$ cat config.mk
export PLATFORM = sky130hd
export DESIGN_NAME = pipe_mac_unit
export DESIGN_NICKNAME = d
export VERILOG_FILES = /design/src/rtl/pipe_mac_unit.sv
export SDC_FILE = /design/constraint.sdc
export NUM_CORES = 2
export LEC_CHECK = 0
export CORE_UTILIZATION = 40
export DETAILED_ROUTE_END_ITERATION = 8
export SYNTH_ARGS = -nofsm -noshare
export SYNTH_HDL_FRONTEND = slang
export SYNTH_SLANG_ARGS = --single-unit
$ cat constraint.sdc
create_clock -name clk -period 16.63 [get_ports clk]
set_input_delay 3.326 -clock clk [delete_from_list [all_inputs] [get_ports clk]]
set_output_delay 3.326 -clock clk [all_outputs]
set_load 0.02 [all_outputs]
$ cat src/rtl/pipe_mac_unit.sv
// Pipelined three-operand multiply/add unit with valid/ready flow control on both sides.
// Optional overflow/borrow flag output enabled by defining PIPE_MAC_OVF_FLAG_EN.
module pipe_mac_unit #(
    parameter int unsigned WIDTH = 32,
    parameter int unsigned LAT   = 3
) (
    input  logic             clk,
    input  logic             reset,
    input  logic [WIDTH-1:0] A,
    input  logic [WIDTH-1:0] B,
    input  logic [WIDTH-1:0] C,
    input  logic [1:0]       mode,
    input  logic             input_valid,
    output logic             input_ready,
    output logic [WIDTH-1:0] result,
    output logic             result_ready,
    input  logic             result_ack,
`ifdef PIPE_MAC_OVF_FLAG_EN
    output logic             result_ovf,
`endif
    output logic             busy
);

    localparam int unsigned PW = 2 * WIDTH;
`ifdef PIPE_MAC_OVF_FLAG_EN
    localparam int unsigned PART_W = WIDTH + 1;
`else
    localparam int unsigned PART_W = WIDTH;
`endif

    // First arithmetic step: product, A+B, or A*(B+C); top bit is the partial overflow
    function automatic logic [WIDTH:0] part_f(input logic [WIDTH-1:0] a,
                                              input logic [WIDTH-1:0] b,
                                              input logic [WIDTH-1:0] c,
                                              input logic [1:0]       m);
        logic [WIDTH:0] sum;
        logic [PW-1:0]  prod;
        logic [WIDTH:0] res;
        sum  = (m == 2'b10) ? ({1'b0, a} + {1'b0, b}) : ({1'b0, b} + {1'b0, c});
        prod = PW'(a) * PW'((m == 2'b11) ? sum[WIDTH-1:0] : b);
        if (m == 2'b10) begin
            res = sum;
        end else begin
            res = {(|prod[PW-1:WIDTH]) | ((m == 2'b11) & sum[WIDTH]), prod[WIDTH-1:0]};
        end
        return res;
    endfunction

    // Final step: add or subtract C; mode 11 is already resolved
    function automatic logic [WIDTH:0] final_f(input logic [WIDTH:0]   part,
                                               input logic [WIDTH-1:0] c,
                                               input logic [1:0]       m);
        logic [WIDTH:0] sum;
        logic [WIDTH:0] diff;
        logic [WIDTH:0] res;
        sum  = {1'b0, part[WIDTH-1:0]} + {1'b0, c};
        diff = {1'b0, part[WIDTH-1:0]} - {1'b0, c};
        case (m)
            2'b01:   res = {~part[WIDTH] & diff[WIDTH], diff[WIDTH-1:0]};
            2'b11:   res = part;
            default: res = {part[WIDTH] | sum[WIDTH], sum[WIDTH-1:0]};
        endcase
        return res;
    endfunction

    logic [LAT-1:0]    vld;
    logic [LAT-1:0]    adv;
    logic              accept;
    logic [WIDTH-1:0]  s0_a;
    logic [WIDTH-1:0]  s0_b;
    logic [WIDTH-1:0]  s0_c;
    logic [1:0]        s0_mode;
    logic [PART_W-1:0] fin_c;

    // Advance chain ripples back from the consumer acknowledge
    always_comb begin
        logic go;
        adv = '0;
        go  = vld[LAT-1] & result_ack;
        adv[LAT-1] = go;
        for (int k = LAT - 2; k >= 0; k--) begin
            go     = vld[k] & (~vld[k+1] | go);
            adv[k] = go;
        end
    end

    assign input_ready  = ~vld[0] | adv[0];
    assign accept       = input_valid & input_ready;
    assign result_ready = vld[LAT-1];
    assign busy         = |vld;

    always_ff @(posedge clk) begin
        if (!reset) begin
            vld <= '0;
        end else begin
            vld[0] <= accept | (vld[0] & ~adv[0]);
            for (int k = 1; k < LAT; k++) begin
                vld[k] <= adv[k-1] | (vld[k] & ~adv[k]);
            end
        end
    end

    always_ff @(posedge clk) begin
        if (accept) begin
            s0_a    <= A;
            s0_b    <= B;
            s0_c    <= C;
            s0_mode <= mode;
        end
    end

    if (LAT == 2) begin : g_short
        assign fin_c = PART_W'(final_f(part_f(s0_a, s0_b, s0_c, s0_mode), s0_c, s0_mode));
    end else begin : g_deep
        localparam int unsigned NMID = LAT - 2;
        logic [PART_W-1:0] mid_p [NMID];
        logic [WIDTH-1:0]  mid_c [NMID];
        logic [1:0]        mid_m [NMID];

        // Stage 1 computes the partial result; later middle stages only carry it
        always_ff @(posedge clk) begin
            if (adv[0]) begin
                mid_p[0] <= PART_W'(part_f(s0_a, s0_b, s0_c, s0_mode));
                mid_c[0] <= s0_c;
                mid_m[0] <= s0_mode;
            end
            for (int j = 1; j < NMID; j++) begin
                if (adv[j]) begin
                    mid_p[j] <= mid_p[j-1];
                    mid_c[j] <= mid_c[j-1];
                    mid_m[j] <= mid_m[j-1];
                end
            end
        end

        assign fin_c = PART_W'(final_f((WIDTH+1)'(mid_p[NMID-1]), mid_c[NMID-1], mid_m[NMID-1]));
    end

    // Last stage holds its value while stalled or empty
    always_ff @(posedge clk) begin
        if (!reset) begin
            result <= '0;
        end else if (adv[LAT-2]) begin
            result <= fin_c[WIDTH-1:0];
        end
    end

`ifdef PIPE_MAC_OVF_FLAG_EN
    always_ff @(posedge clk) begin
        if (!reset) begin
            result_ovf <= 1'b0;
        end else if (adv[LAT-2]) begin
            result_ovf <= fin_c[WIDTH];
        end
    end
`endif

endmodule

==> results.yml <==
status:
  outcome: "complete, no violations"
synth:
  synth_edf_count: 164
  synthTopCellsByArea: "fa_1 (30%), edfxtp_1 (18%), ha_1 (8.5%)"
  synth_cell_types: 70
  synth_nets: 3649
  synth_flop_cell: "edfxtp_1"
  synth_cells: 2951
  synth-warning-count: 0
  ys_ff_latch: 199
  syn_area_per_cell_um2: 9.224
  synth_top_area_share: 0.3015
  yosysTopAreaCell: "fa_1"
  syn-cell-area_um2: 27220
  synth-seq-area-share: 0.2067
  ys_async_sr_fraction: 0
layout:
  drive_gt1_frac: 0.03683
  nets: 3726
  n_antenna_cell: 0
  area_growth_pct: 11.23
clocking:
  cts_sinks: 199
  clock-root-buffer: "clkbuf_16"
  cts_tree: "yes"
  cts_buffer_depth: 2
  clk_latency_ns: 0.46
  cts_inserted_buffers: 17
  clkTransAtPathRegs_ns: 0.09
  cts_hold_buf: 0
  ctsResizeCount: 0
  cts_setup_buffers: 0
  htreeDepth: 4
min_path:
  hp-class: "flip-flop to flip-flop"
  holdPathStages: 0
grt:
  grtUsageTotal: 0.2309
  antenna_found_initial: 1
  grt_pass1_vias: 22090
  grt_pass1_wl_um: 123400
  grt_max_degree: 72
  gr-total-overflow: 0
timing:
  period_share: 0.7350
  hold_violations: 0
  drv_slew: 0
  tns_ns: 0
  whs_ns: 0.4769
  relSlewSlack: 0.3063
  rsz0062_at_grt: "no"
  finalCriticalPeriod_ns: 12.22
  tightest_slew_ns: 1.012
  fin_worst_skew_ns: 0.01512
  setup_violations: 0
  fmax_mhz: 81.81
floorplan:
  die_w_um: 262.9
  initial_core_util: 0.4046
  die_y_um: 262.9
  dieArea_um2: 69100
  core_area_um2: 67280
  num_rows: 95
  pin_count: 137
critical_path:
  crit_fanout: 19
  rr_startpoint: "s0_a[5]"
  cp.required_ns: 16.83
  endpoint: "g_deep.mid_p[0][31]"
  cp-end-kind: "flip-flop"
  rrSetupSlack_ns: 4.41
  crit_arrival_ns: 12.43
  reg2reg_depth: 40
  path_class: "flip-flop to flip-flop"
  r2r_end: "g_deep.mid_p[0][31]"
  cp-start-kind: "flip-flop"
  slowest_delay_ns: 0.60
  startpoint: "s0_a[5]"
  slowest_stage: "clkinv_1"
placed_design:
  port_buffers: 136
  place_congestion: 0.9063
  hpwlAfterDp_um: 60060
routing:
  drt.antenna.violating_nets: 0
  wl_um: 78020
  drtIter0Drc: 1420
  firstDrtPassIters: 5
  via_count: 20820
  drcViolationCount: 0
  wl_per_cell_um: 19.93
  routed_via_density: 5.318
job:
  maxCapViolCount: 0
## worst max-delay path, delay by kind of cell, from the launching register on
| family | cells | cell delay (ns) |
|---|---|---|
| buffers and inverters | 5 | 1.06 |
| multiplexers | 2 | 0.83 |
| AND/OR/NAND/NOR | 3 | 0.57 |
| flip-flops | 1 | 0.34 |
| XOR/XNOR | 15 | 3.44 |
| AO/OA/AOI/OAI | 6 | 1.55 |
| adder cells (fa/ha/maj) | 9 | 4.19 |
## cell usage after synthesis (5+ instances only)
cell type / count
a211o_1: 5
a211oi_1: 8
a21boi_0: 12
a21o_1: 37
a21oi_1: 98
a311oi_1: 13
a31oi_1: 13
and2_1: 140
and3_1: 10
buf_1: 6
clkbuf_1: 121
dfxtp_1: 35
edfxtp_1: 164
fa_1: 410
ha_1: 186
inv_1: 536
mux2i_1: 14
nand2_1: 485
nand2b_1: 42
nand3_1: 26
nand3b_1: 5
nand4_1: 5
nor2_1: 88
nor2b_1: 96
nor3_1: 25
nor3b_1: 7
o211a_1: 10
o211ai_1: 16
o21a_1: 16
o21ai_0: 75
o21ai_1: 5
o21bai_1: 12
o311ai_0: 5
o31ai_1: 21
or3_1: 13
xnor2_1: 88
xnor3_1: 9
xor2_1: 47
## metal layers
| metal | up-vias | share of wire | global-route usage |
|---|---|---|---|
| met5 | - | 0 | 0 |
| met2 | 657 | 0.49 | 0.3974 |
| li1 | 9419 | - | - |
| met4 | 0 | 0.023 | 0.05769 |
| met1 | 10640 | 0.43 | 0.3104 |
| met3 | 102 | 0.055 | 0.02464 |
## metrics by stage
step | area [um^2] | std cells | worst slack, ns | util
floorplan | 27220 | 2951 | 5.297 | -
global placement | 29670 | 3882 | 4.778 | 0.4410
detailed placement | 29670 | 3882 | 4.522 | 0.4410
CTS | 30280 | 3914 | 4.424 | 0.4501
global route | 30280 | 3914 | 3.701 | 0.4501
finish | 30280 | 3914 | 4.407 | 0.4501
## how the worst min path moves through the flow
| stage | start | to | slack [ns] |
|---|---|---|---|
| after floorplan | s0_c[0] | g_deep.mid_c[0][0] | 0.43 |
| after global placement | s0_c[30] | g_deep.mid_c[0][30] | 0.47 |
| after detailed placement | s0_c[25] | g_deep.mid_c[0][25] | 0.47 |
| after CTS | s0_c[30] | g_deep.mid_c[0][30] | 0.49 |
| after global routing | s0_c[28] | g_deep.mid_c[0][28] | 0.49 |
| final | s0_c[30] | g_deep.mid_c[0][30] | 0.48 |
## layout by cell type, fill, tap and decap left out, drive strengths merged, types with 10 or more instances in the layout
master / Yosys / layout
clkdlybuf4s50: 0 / 136
fa: 410 / 410
a31oi: 13 / 13
o21bai: 12 / 12
clkbuf: 121 / 18
a21o: 38 / 38
nor3: 25 / 25
nand3: 26 / 26
ha: 186 / 186
a21boi: 12 / 12
and3: 10 / 10
nand2: 485 / 485
xnor2: 89 / 89
mux2i: 14 / 14
o31ai: 23 / 23
dfxtp: 35 / 35
nand2b: 42 / 42
o211a: 10 / 10
nor2: 88 / 88
buf: 9 / 52
or3: 13 / 13
nor2b: 97 / 97
o211ai: 16 / 16
a311oi: 13 / 13
a21oi: 99 / 99
xor2: 47 / 47
and2: 140 / 140
inv: 536 / 542
edfxtp: 164 / 164
o21a: 16 / 16
o21ai: 81 / 81
## cell type report
| type | count | area, um^2 |
|---|---|---|
| inverters | 537 | 2016 |
| clock buffers | 18 | 429.2 |
| repair buffers | 188 | 1752 |
| fillers | 6495 | 37000 |
| flip-flops and latches | 199 | 5625 |
| clock inverters | 14 | 178.9 |
| well taps | 873 | 1092 |
| multi-input cells | 2085 | 19190 |
## state kept, by name (all words and copies together), names as in the netlist
name and flops:
g_deep.mid_p 32, s0_b 32, s0_mode 2, vld 3, s0_c 32, result 32, g_deep.mid_c 32, s0_a 32
g_deep.mid_m 2
## kinds of logic (layout without fill, tap and decap cells)
logic type                 after synthesis  in the layout  share of synthesized area
and+or+nand+nor                        950            950                     0.1644
buffers and inverters                  667            757                    0.09243
adders and majority gates              596            596                     0.3870
AOI/OAI and AO/OA                      376            376                    0.09106
DFF                                    199            199                     0.2067
xor gates and xnor gates               145            145                    0.05148
muxes                                   18             18                   0.006940
Power is not shown: default switching activity piles up to over one toggle a cycle in this logic, so the estimate is an artifact.
